==> src/rtl/mix_dp_sched_pkg.sv <==
// Shared constants and types for the mix datapath scheduler.
//   DIN_W / DOUT_W : operand and result widths of the external mix datapath
//   STAT_W         : width of the optional saturating statistics counters
//   sched_state_e  : output-stage (S2) state, IDLE = no result held, HOLD = result held
package mix_dp_sched_pkg;
    localparam int DIN_W  = 10;
    localparam int DOUT_W = 20;
    localparam int STAT_W = 16;

    typedef enum logic {
        IDLE = 1'b0,
        HOLD = 1'b1
    } sched_state_e;
endpackage

==> src/rtl/mix_dp_scheduler_rr_arbiter.sv <==
// rr_arbiter: combinational round-robin pick.
//   req_i     : request vector
//   ptr_i     : requester with highest priority this cycle (must be < NUM_REQ)
//   en_i      : 0 forces no grant
//   gnt_o     : one-hot grant (all zero when disabled or nothing requested)
//   gnt_idx_o : index of the granted requester (0 when no grant)
module rr_arbiter #(
    parameter int NUM_REQ = 4,
    parameter int ID_W    = 2
) (
    input  logic [NUM_REQ-1:0] req_i,
    input  logic [ID_W-1:0]    ptr_i,
    input  logic               en_i,
    output logic [NUM_REQ-1:0] gnt_o,
    output logic [ID_W-1:0]    gnt_idx_o
);
    logic            found;
    logic [ID_W:0]   sum;
    logic [ID_W-1:0] idx;

    // Walk the requesters starting at the pointer, wrapping at NUM_REQ
    // (which need not be a power of two, hence the explicit subtract).
    always_comb begin
        gnt_o     = '0;
        gnt_idx_o = '0;
        found     = 1'b0;
        sum       = '0;
        idx       = '0;
        for (int k = 0; k < NUM_REQ; k++) begin
            sum = {1'b0, ptr_i} + (ID_W+1)'(k);
            if (sum >= (ID_W+1)'(NUM_REQ)) begin
                sum = sum - (ID_W+1)'(NUM_REQ);
            end
            idx = sum[ID_W-1:0];
            if (en_i && !found && req_i[idx]) begin
                found      = 1'b1;
                gnt_o[idx] = 1'b1;
                gnt_idx_o  = idx;
            end
        end
    end
endmodule

==> src/rtl/mix_dp_scheduler.sv <==
// mix_dp_scheduler: round-robin sharing of one external combinational mix
// datapath among NUM_REQ requesters. S1 registers the granted operand onto
// dp_in; S2 captures dp_out and presents it with the issuing requester ID.
// Latency 2 cycles, throughput 1 per cycle.
// Ports:
//   clk, rst            : clock, asynchronous active-high reset
//   sched_en            : allow new grants (in-flight work always drains)
//   req_valid/req_data  : per-requester operands, requester i at [i*DIN_W +: DIN_W]
//   req_ready           : one-hot accept
//   dp_in / dp_out      : to / from the external datapath
//   resp_valid/data/id  : result handshake, resp_ready from downstream
//   busy                : any stage holds work
// Build option: define MIX_DP_SCHED_STATS_EN to add stat_grants (per-requester
// saturating accept counts) and stat_stall_cnt (saturating output-stall cycles).
module mix_dp_scheduler
    import mix_dp_sched_pkg::*;
#(
    parameter int NUM_REQ = 4,
    parameter int ID_W    = $clog2(NUM_REQ),
    parameter int DIN_W   = mix_dp_sched_pkg::DIN_W,
    parameter int DOUT_W  = mix_dp_sched_pkg::DOUT_W
) (
    input  logic                       clk,
    input  logic                       rst,
    input  logic                       sched_en,
    input  logic [NUM_REQ-1:0]         req_valid,
    input  logic [NUM_REQ*DIN_W-1:0]   req_data,
    output logic [NUM_REQ-1:0]         req_ready,
    output logic [DIN_W-1:0]           dp_in,
    input  logic [DOUT_W-1:0]          dp_out,
    output logic                       resp_valid,
    output logic [DOUT_W-1:0]          resp_data,
    output logic [ID_W-1:0]            resp_id,
    input  logic                       resp_ready,
    output logic                       busy
`ifdef MIX_DP_SCHED_STATS_EN
    ,
    output logic [NUM_REQ*STAT_W-1:0]  stat_grants,
    output logic [STAT_W-1:0]          stat_stall_cnt
`endif
);
    sched_state_e      state_q, state_d;
    logic              s1_valid_q, s1_valid_d;
    logic [DIN_W-1:0]  dp_in_q, dp_in_d;
    logic [ID_W-1:0]   s1_id_q, s1_id_d;
    logic [DOUT_W-1:0] resp_data_q, resp_data_d;
    logic [ID_W-1:0]   resp_id_q, resp_id_d;
    logic [ID_W-1:0]   ptr_q, ptr_d;

    logic              s2_free, s1_free, grant_en, accept, load_s2;
    logic [ID_W-1:0]   gnt_idx;
    logic [DIN_W-1:0]  sel_data;

    assign resp_valid = (state_q == HOLD);
    assign s2_free    = ~resp_valid | resp_ready;
    assign s1_free    = ~s1_valid_q | s2_free;
    // Reset gating keeps req_ready low while rst is held even if requests are pending.
    assign grant_en   = sched_en & s1_free & ~rst;

    rr_arbiter #(.NUM_REQ(NUM_REQ), .ID_W(ID_W)) u_arb (
        .req_i     (req_valid),
        .ptr_i     (ptr_q),
        .en_i      (grant_en),
        .gnt_o     (req_ready),
        .gnt_idx_o (gnt_idx)
    );

    assign accept = |req_ready;

    always_comb begin
        sel_data = '0;
        for (int i = 0; i < NUM_REQ; i++) begin
            if (req_ready[i]) sel_data = req_data[i*DIN_W +: DIN_W];
        end
    end

    // S1: dp_in only changes on accept so the datapath input never toggles idle.
    always_comb begin
        s1_valid_d = s1_valid_q;
        dp_in_d    = dp_in_q;
        s1_id_d    = s1_id_q;
        ptr_d      = ptr_q;
        if (accept) begin
            s1_valid_d = 1'b1;
            dp_in_d    = sel_data;
            s1_id_d    = gnt_idx;
            ptr_d      = (gnt_idx == ID_W'(NUM_REQ-1)) ? '0 : gnt_idx + 1'b1;
        end else if (s2_free) begin
            s1_valid_d = 1'b0;
        end
    end

    // S2 state machine and result capture.
    always_comb begin
        state_d     = state_q;
        load_s2     = 1'b0;
        case (state_q)
            IDLE: begin
                if (s1_valid_q) begin
                    state_d = HOLD;
                    load_s2 = 1'b1;
                end
            end
            HOLD: begin
                if (resp_ready) begin
                    if (s1_valid_q) begin
                        state_d = HOLD;
                        load_s2 = 1'b1;
                    end else begin
                        state_d = IDLE;
                    end
                end
            end
            default: state_d = IDLE;
        endcase
        resp_data_d = load_s2 ? dp_out  : resp_data_q;
        resp_id_d   = load_s2 ? s1_id_q : resp_id_q;
    end

    always_ff @(posedge clk or posedge rst) begin
        if (rst) begin
            state_q     <= IDLE;
            s1_valid_q  <= 1'b0;
            dp_in_q     <= '0;
            s1_id_q     <= '0;
            resp_data_q <= '0;
            resp_id_q   <= '0;
            ptr_q       <= '0;
        end else begin
            state_q     <= state_d;
            s1_valid_q  <= s1_valid_d;
            dp_in_q     <= dp_in_d;
            s1_id_q     <= s1_id_d;
            resp_data_q <= resp_data_d;
            resp_id_q   <= resp_id_d;
            ptr_q       <= ptr_d;
        end
    end

    assign dp_in     = dp_in_q;
    assign resp_data = resp_data_q;
    assign resp_id   = resp_id_q;
    assign busy      = s1_valid_q | resp_valid;

`ifdef MIX_DP_SCHED_STATS_EN
    logic [STAT_W-1:0] grant_cnt_q [NUM_REQ];
    logic [STAT_W-1:0] stall_cnt_q;

    always_ff @(posedge clk or posedge rst) begin
        if (rst) begin
            for (int i = 0; i < NUM_REQ; i++) grant_cnt_q[i] <= '0;
            stall_cnt_q <= '0;
        end else begin
            for (int i = 0; i < NUM_REQ; i++) begin
                if (req_ready[i] && (grant_cnt_q[i] != '1)) begin
                    grant_cnt_q[i] <= grant_cnt_q[i] + 1'b1;
                end
            end
            if (resp_valid && !resp_ready && (stall_cnt_q != '1)) begin
                stall_cnt_q <= stall_cnt_q + 1'b1;
            end
        end
    end

    always_comb begin
        stat_grants = '0;
        for (int i = 0; i < NUM_REQ; i++) begin
            stat_grants[i*STAT_W +: STAT_W] = grant_cnt_q[i];
        end
    end
    assign stat_stall_cnt = stall_cnt_q;
`endif
endmodule

==> config.mk <==
export PLATFORM = sky130hd
export DESIGN_NAME = mix_dp_scheduler
export DESIGN_NICKNAME = d
export VERILOG_FILES = /design/src/rtl/mix_dp_sched_pkg.sv /design/src/rtl/mix_dp_scheduler_rr_arbiter.sv /design/src/rtl/mix_dp_scheduler.sv
export SDC_FILE = /design/constraint.sdc
export NUM_CORES = 1
export LEC_CHECK = 0
export BUFFER_PORTS_ARGS = -buffer_cell sky130_fd_sc_hd__buf_4
export CORE_UTILIZATION = 29
export DETAILED_ROUTE_END_ITERATION = 12
export SYNTH_ARGS = -nofsm -noshare
export SYNTH_HDL_FRONTEND = slang
export SYNTH_SLANG_ARGS = --single-unit
export TNS_END_PERCENT = 20
==> constraint.sdc <==
create_clock -name clk -period 4.2 [get_ports clk]
set_input_delay 0.42 -clock clk [delete_from_list [all_inputs] [get_ports clk]]
set_output_delay 0.42 -clock clk [all_outputs]
set_load 0.005 [all_outputs]
Word-level counts from Yosys, hierarchy flattened
Cells that the tools add are included.
Word-level totals
  register bits after elaboration: 38
  latch bits: 0
  bits in writable memories: 0
  ROM bits: 0
  input port bits: 68
  output and inout port bits: 38
  word-level logic and storage cells: 98
  memories: 0
Operators by class
  add/sub/neg operators: 8
  $mul: 0
  div/mod/pow operators: 0
  magnitude comparators: 12
  eq/ne operators: 1
  shift operators: 0
  muxes and demuxes: 43
  bitwise logic cells: 11
  reduce and logical (&&, ||, !) cells: 16
Operators with widths (count)
  $mux W10: 4
  $mux W2: 9
  $mux W1: 16
  $mux W4: 4
  $lt A2 B3 Y1 const B: 4
  $or A4 B4 Y4: 3
  $logic_and A1 B1 Y1: 11
  $ge A3 B3 Y1 const B: 3
  $bmux W1 S2: 4
  $demux W1 S2: 4
  $ge A2 B1 Y1 const B: 4
  $sub A2 B1 Y2 const B: 4
  $add A2 B2 Y3 const B: 2
  $pmux W1 S2: 2
  $reduce_or A4 Y1: 1
  $add A2 B1 Y3 const B: 1
  $ge A2 B3 Y1 const B: 1
  $logic_not A1 Y1: 3
  $not A1 Y1: 3
  $or A1 B1 Y1: 3
  $add A2 B1 Y2 const B: 1
  $and A1 B1 Y1: 2
  $eq A2 B2 Y1 const B: 1
  $reduce_bool A2 Y1: 1

Depth between registers and ports, before layout
Gate-level depths: netlist (run 1).
  depth in word-level cells: 23
  depth in mapped cells: 13
  depth with buffers taken out: 10

Cells and area by module
Synthesis (run 1) repeated with hierarchy kept, for this count alone.
Unflattened totals
  cells, all modules: 208
  area, all modules: 2299.7 um^2
Modules (own cells, without submodules)
  mix_dp_scheduler: times used 1, cells each 145, area each 1767.9 um^2, seq. area each 950.9 um^2
  rr_arbiter: times used 1, cells each 63, area each 531.8 um^2, seq. area each 0.0 um^2

Worst setup path after synthesis (run 1)
OpenSTA, ideal clock, no wires.
  path type: register to register
  start: reg (tool-made name)
  end: reg dp_in_q[0], in the netlist dp_in[0]
  setup time: 0.126 ns
  arrival: 2.747 ns
  required time: 4.074 ns
  setup slack: 1.327 ns
  cell stages (with the launch flop): 13
  path buffers: 4
  period minus slack after synthesis: 2.873 ns
  path through: dfrtp_1 buf_6 inv_1 ha_1 buf_2 or3b_1 a211oi_1 o21ai_0 a31oi_1 nor4bb_1 buf_4 buf_6 a221o_1
RTL lines
  end signal, assigned: line mix_dp_scheduler.sv:132  | dp_in_q <= dp_in_d;
  end, declared: line mix_dp_scheduler.sv:44  | logic [DIN_W-1:0] dp_in_q, dp_in_d;

Final worst setup path (run 1)
  start: reg ptr_q[1]
  end: out req_ready[1]
Between the ends
  cells in the longest elaborated chain, start to end: 18
  elaborated cells on any way between the ends: 63
  classes of those cells: 7 x add/sub; 12 x order compare; 27 x mux; 3 x bitwise; 14 x reduce/logical
RTL lines
  start, declared: line mix_dp_scheduler.sv:48  | logic [ID_W-1:0] ptr_q, ptr_d;
  start signal, assigned: line mix_dp_scheduler.sv:136  | ptr_q <= ptr_d;
  parallel branches: the longest is 17 deep, another holds $add A2 B1 Y3
  $mux W4 *: line mix_dp_scheduler_rr_arbiter.sv:35  | if (en_i && !found && req_i[idx]) begin
  end, declared: line mix_dp_scheduler.sv:28  | output logic [NUM_REQ-1:0] req_ready,
Every way passes the cells marked *. The select of a mux whose other input is x is not followed.

==> impl_metrics.toml, run 1 <==
[timing]
fin_crit_sh = 0.879
tightestPinTransition_ns = 0.896
max_slew_margin = 0.401
final-setup-viol-count = 0
rsz0062_at_grt = "no"
worst_hold_slack_ns = 0.242
clock.fmax_mhz = 271
slew_viol_final = 0
clock_skew_ns = 0.0107
min_period_ns = 3.69
hold_viol_final = 0
finalSetupTns_ns = 0

[finish]
drive_gt1_frac = 0.500
fin_nets = 380
fillers = 710
area_growth_pct = 45.9
n_antenna_cell = 0

[yosys]
yosysWarnings = 0
syn_nets = 278
synth.distinct_cells = 43
syn-mean-instance-area_um2 = 10.8
synth_seq_cells = 38
synth_edf_count = 0
synthFlopType = "dfrtp_1"
netlist_instances = 205
async_reset_ff_frac = 1.00
synth_area_um2 = 2210
yosysSeqAreaShare = 0.429

[global_routing]
antenna_found_initial = 0
grt_usage = 0.143
grt_max_degree = 40
grt_overflow_total = 0
grt_pass1_vias = 1815
grt_pass1_wl_um = 8720

[drt]
drc = 0
wl_per_cell_um = 14.6
drt-initial-drc-count = 82
first_pass_iters = 5
vias_per_cell = 4.93
vias = 2005
drt-total-wl_um = 5940
postRouteAntennaNets = 0

[power_and_ir_drop]
ir_drop_uv = 183
power_density_nw_per_um2 = 670
p_leak_nw = 1.54

[die]
io_pins = 106
core-area_um2 = 7330
rows = 31
die_w_um = 89.4
initial_core_util = 0.302
dieArea_um2 = 7990
die_h_um = 89.4

[clock_tree]
postCtsSetupBuffers = 0
cts-hold-fix-buffers = 0
cts_resized = 0
cts_buffers = 5
clkTransAtPathRegs_ns = 0.08
clock_sinks = 38
clk_latency_ns = 0.29
clockBufferDepth = 2
cts_root_buffer = "clkbuf_8"
cts_max_level = 2
cts_tree = "built"

[placement]
numPortBuffers = 105
dp_hpwl_um = 4490
place_congestion = 0.892

[setup_path]
endpoint_kind = "output pin"
path_buf_inv = 3
path_class = "reg2out"
required_ns = 3.78
cp_max_fo = 12
arrival_ns = 3.27
critPathLaunchType = "flip-flop"
cp_cell_sequence = "inv_1 -> ha_1 -> and3b_1 -> o211a_1 -> o2111a_1 -> nor3_2 -> inv_2 -> buf_4"
max_stage_delay_ns = 0.68
cp_top_family = "simple AND/OR/NAND/NOR gates"
crit_slowest_cell = "nor3_2"

[flow_run]
drv_cap = 0

[status]
outcome = "complete, no violations"

[hold_path]
hp-class = "in2async"
-- registers in the layout, summed over array words and instances, names as in the netlist, named ones only --
register    cells
dp_in          10
ptr_q           1
resp_data      20
resp_id         2
resp_valid      1
s1_id_q         2
s1_valid_q      1
-- metrics by stage --
stage | instances | util | area, um^2 | total power [W] | worst slack (ns)
finish | 407 | 0.441 | 3230 | 0.00216 | 0.507
global route | 407 | 0.441 | 3230 | 0.00234 | 0.245
CTS | 407 | 0.441 | 3230 | 0.00219 | 0.488
detailed placement | 399 | 0.422 | 3090 | 0.00181 | 0.709
global placement | 399 | 0.422 | 3090 | 0.00179 | 0.804
floorplan | 205 | - | 2210 | 0.00136 | 1.33
-- worst reg2reg max path, delay by kind of cell, from the launching register on --
kind                       cells  cell delay, ns
AOI/OAI and AO/OA              3            0.63
and+or+nand+nor                3            1.42
adders and majority gates      1            0.41
buffers and inverters          2            0.43
DFF                            1            0.56
-- final timing paths --
kind / startpoint / endpoint / slack, ns / depth (start not counted)
max in group asynchronous: rst / async pin / 3.62 / 3
setup / recovery: ptr_q[1]$_DFFE_PP0P_ / req_ready[1] / 0.51 / 8
setup reg to reg: ptr_q[1]$_DFFE_PP0P_ / dp_in[4]$_DFFE_PP0P_ / 0.70 / 9
hold / removal: rst / s1_id_q[1]$_DFFE_PP0P_ / 0.24 / 3
min in group clk: req_data[39] / dp_in[9]$_DFFE_PP0P_ / 0.35 / 2
hold reg to reg: s1_id_q[1]$_DFFE_PP0P_ / s1_id_q[1]$_DFFE_PP0P_ / 0.50 / 1
-- cell families (layout without fill, tap and decap cells) --
logic type / after synthesis / count (layout) / synth area share
mux: 32 / 32 / 0.176
flops: 38 / 38 / 0.429
xor+xnor: 2 / 2 / 0.00791
buf+inv: 21 / 124 / 0.0514
fa+ha+maj: 5 / 5 / 0.0282
simple gates: 66 / 66 / 0.156
compound gates: 41 / 41 / 0.151
-- synthesized netlist by cell type (4+ instances only) --
cell type	instances	area, um^2
and3_1	5	31.3
mux2_2	23	259
a311oi_1	11	96.3
clkbuf_1	4	15.0
buf_2	4	20.0
nand3b_1	5	37.5
nand3_1	11	55.1
o21ai_0	5	25.0
ha_1	5	62.6
a21oi_1	5	25.0
nor2_1	13	48.8
mux2i_1	4	40.0
nand2_1	21	78.8
dfrtp_1	38	951
a221o_1	11	110
-- cell type report --
cell class	count	area [um^2]	area share
Multi-Input combinational cell	146	1170	0.362
Timing Repair Buffer	110	826	0.256
Tap cell	99	124	0.0383
Clock buffer	5	68.8	0.0213
Clock inverter	3	68.8	0.0213
Sequential cell	38	951	0.294
Inverter	6	22.5	0.00697
-- placed cells by master, fill, tap and decap left out, types with 2 or more instances in the layout --
master and n:
buf_4 110, dfrtp_1 38, mux2_2 23, nand2_1 21
nor2_1 13, nand3_1 11, a221o_1 11, a311oi_1 11
nand3b_1 5, a21oi_1 5, and3_1 5, o21ai_0 5
ha_1 5, clkbuf_8 5, mux2i_1 4, mux4_2 3
inv_1 3, inv_2 3, mux2_1 2, nand2b_1 2
bufinv_16 2
-- where the power goes --
part / switching, W / internal (W)
clock: 0.000131 / 0.000238
combinational: 0.000508 / 0.000632
sequential: 0.000106 / 0.000550
total: 0.000745 / 0.00142
-- routing by layer --
| metal | wire [um] | global-route usage | up-vias | part of all wire |
|---|---|---|---|---|
| met4 | 55 | 0.0476 | 0 | 0.0093 |
| met5 | 0 | 0 | - | 0 |
| met1 | 2720 | 0.189 | 961 | 0.46 |
| li1 | - | - | 966 | - |
| met2 | 2780 | 0.236 | 73 | 0.47 |
| met3 | 384 | 0.0286 | 5 | 0.065 |
Power figures use the tool's default switching activity.
==> run 2: changes to the inputs <==
HOLD_SLACK_MARGIN = 0.08   (was default)
clock period = 3.4 ns   (was 4.2 ns; I/O delays follow)
==> impl_metrics.toml, run 2 (synthesis gave the netlist of run 1 again) <==
[power_and_ir_drop]
power_density_nw_per_um2 = 824
p_leak_nw = 1.55
ir_drop_uv = 214

[timing]
finalSetupTns_ns = 0
final-setup-viol-count = 0
rsz0062_at_grt = "no"
setup_slack_ns = 0.206
max_slew_margin = 0.410
slew_viol_final = 0
clock.fmax_mhz = 313
clock_skew_ns = 0.00382
fin_crit_sh = 0.939
min_period_ns = 3.19
hold_viol_final = 0
tightestPinTransition_ns = 0.883

[global_routing]
grt_usage = 0.139
antenna_found_initial = 0
grt_overflow_total = 0
grt_pass1_wl_um = 8440
grt_max_degree = 40
grt_pass1_vias = 1785

[clock_tree]
clock_sinks = 38
cts_max_level = 2
clkTransAtPathRegs_ns = 0.07
clockBufferDepth = 2
cts_tree = "built"
cts_root_buffer = "clkbuf_8"
cts_resized = 0
cts_buffers = 5
cts-hold-fix-buffers = 0
clk_latency_ns = 0.28
postCtsSetupBuffers = 0

[drt]
top_layer = "met4"
drc = 0
m1WireLength_um = 2640
drt-initial-drc-count = 72
dr_wl_met2_um = 2690
vias = 2011
postRouteAntennaNets = 0
first_pass_iters = 6
wl_met3_um = 361
wl_per_cell_um = 14.2
vias_per_cell = 4.92
drt-total-wl_um = 5800

[setup_path]
endpoint_kind = "output pin"
cp_cell_sequence = "inv_1 -> ha_1 -> or3b_1 -> a211oi_1 -> o21ai_0 -> a31oi_2 -> buf_6 -> buf_4"
path_buf_inv = 3
critPathLaunchType = "flip-flop"
required_ns = 3.06
cp_top_family = "compound AO/OA/AOI/OAI gates"
max_stage_delay_ns = 0.47
crit_slowest_cell = "dfrtp_2"
path_class = "reg2out"
cp_max_fo = 21
arrival_ns = 2.85

[placement]
dp_hpwl_um = 4470
place_congestion = 0.885
dp_worst_setup_slack_ns = 0.314
numPortBuffers = 105
dpl.cell_count = 401

[die]
die_w_um = 89.4
dieArea_um2 = 7990
io_pins = 106
core-area_um2 = 7330
die_h_um = 89.4
initial_core_util = 0.302
rows = 31

[finish]
seqCellArea_um2 = 952
final_cell_mix = "buf_4, dfrtp_1, mux2_2"
fin_nets = 382
drive_gt1_frac = 0.506
fillers = 715
multi_input_area_um2 = 1170
largest_reg_flops = 20
n_antenna_cell = 0
layout_commonest_cell = "buf_4"
instances_no_fill = 409
area_growth_pct = 47.1

[flow_run]
drv_cap = 0

[status]
outcome = "complete, no violations"

[hold_path]
hp-class = "in2async"
==> run 2: path summary, 6_finish.rpt <==
path                                              from                endpoint  slack (ns)  cells past startpoint
worst max-delay path              ptr_q[1]$_DFFE_PP0P_            req_ready[3]        0.21                      8
min in group clk                          req_data[37]    dp_in[7]$_DFFE_PP0P_        0.28                      2
max in group asynchronous                          rst    ptr_q[1]$_DFFE_PP0P_        2.86                      3
worst min-delay path                               rst  resp_id[1]$_DFFE_PP0P_        0.18                      3
worst max register to register    ptr_q[1]$_DFFE_PP0P_  s1_id_q[1]$_DFFE_PP0P_        0.42                      9
worst min register to register  s1_id_q[0]$_DFFE_PP0P_  s1_id_q[0]$_DFFE_PP0P_        0.49                      2
==> run 2: layer usage <==
metal,vias up,track usage
li1,972,-
met1,948,0.181
met2,83,0.227
met3,8,0.0305
met4,0,0.0491
met5,-,0
==> run 2: per-stage QoR <==
stage	total power (W)	hold WS (ns)	cell area, um^2	util
after global routing	0.00289	0.227	3260	0.444
after global placement	0.00222	0.476	3110	0.424
after floorplan	0.00168	0.320	2210	-
final	0.00268	0.181	3260	0.444
after CTS	0.00271	0.206	3250	0.444
after detailed placement	0.00224	0.484	3110	0.424
==> run 2: power by group <==
part	total [W]	switching (W)	internal, W
clock network	0.000465	0.000153	0.000313
registers	0.000808	0.000127	0.000680
logic	0.00141	0.000621	0.000788
total	0.00268	0.000901	0.00178
==> run 2: layout make-up <==
type                       count  area share
inverter                       6     0.00692
timing repair buffer         112       0.259
clock inverter                 2      0.0184
multi-input combinational    146       0.360
clock buffer                   6      0.0254
sequential                    38       0.292
tap                           99      0.0380
==> run 2: worst min-delay path: cells and delay by family <==
family,cells,cell delay (ns)
buffers and inverters,3,0.56
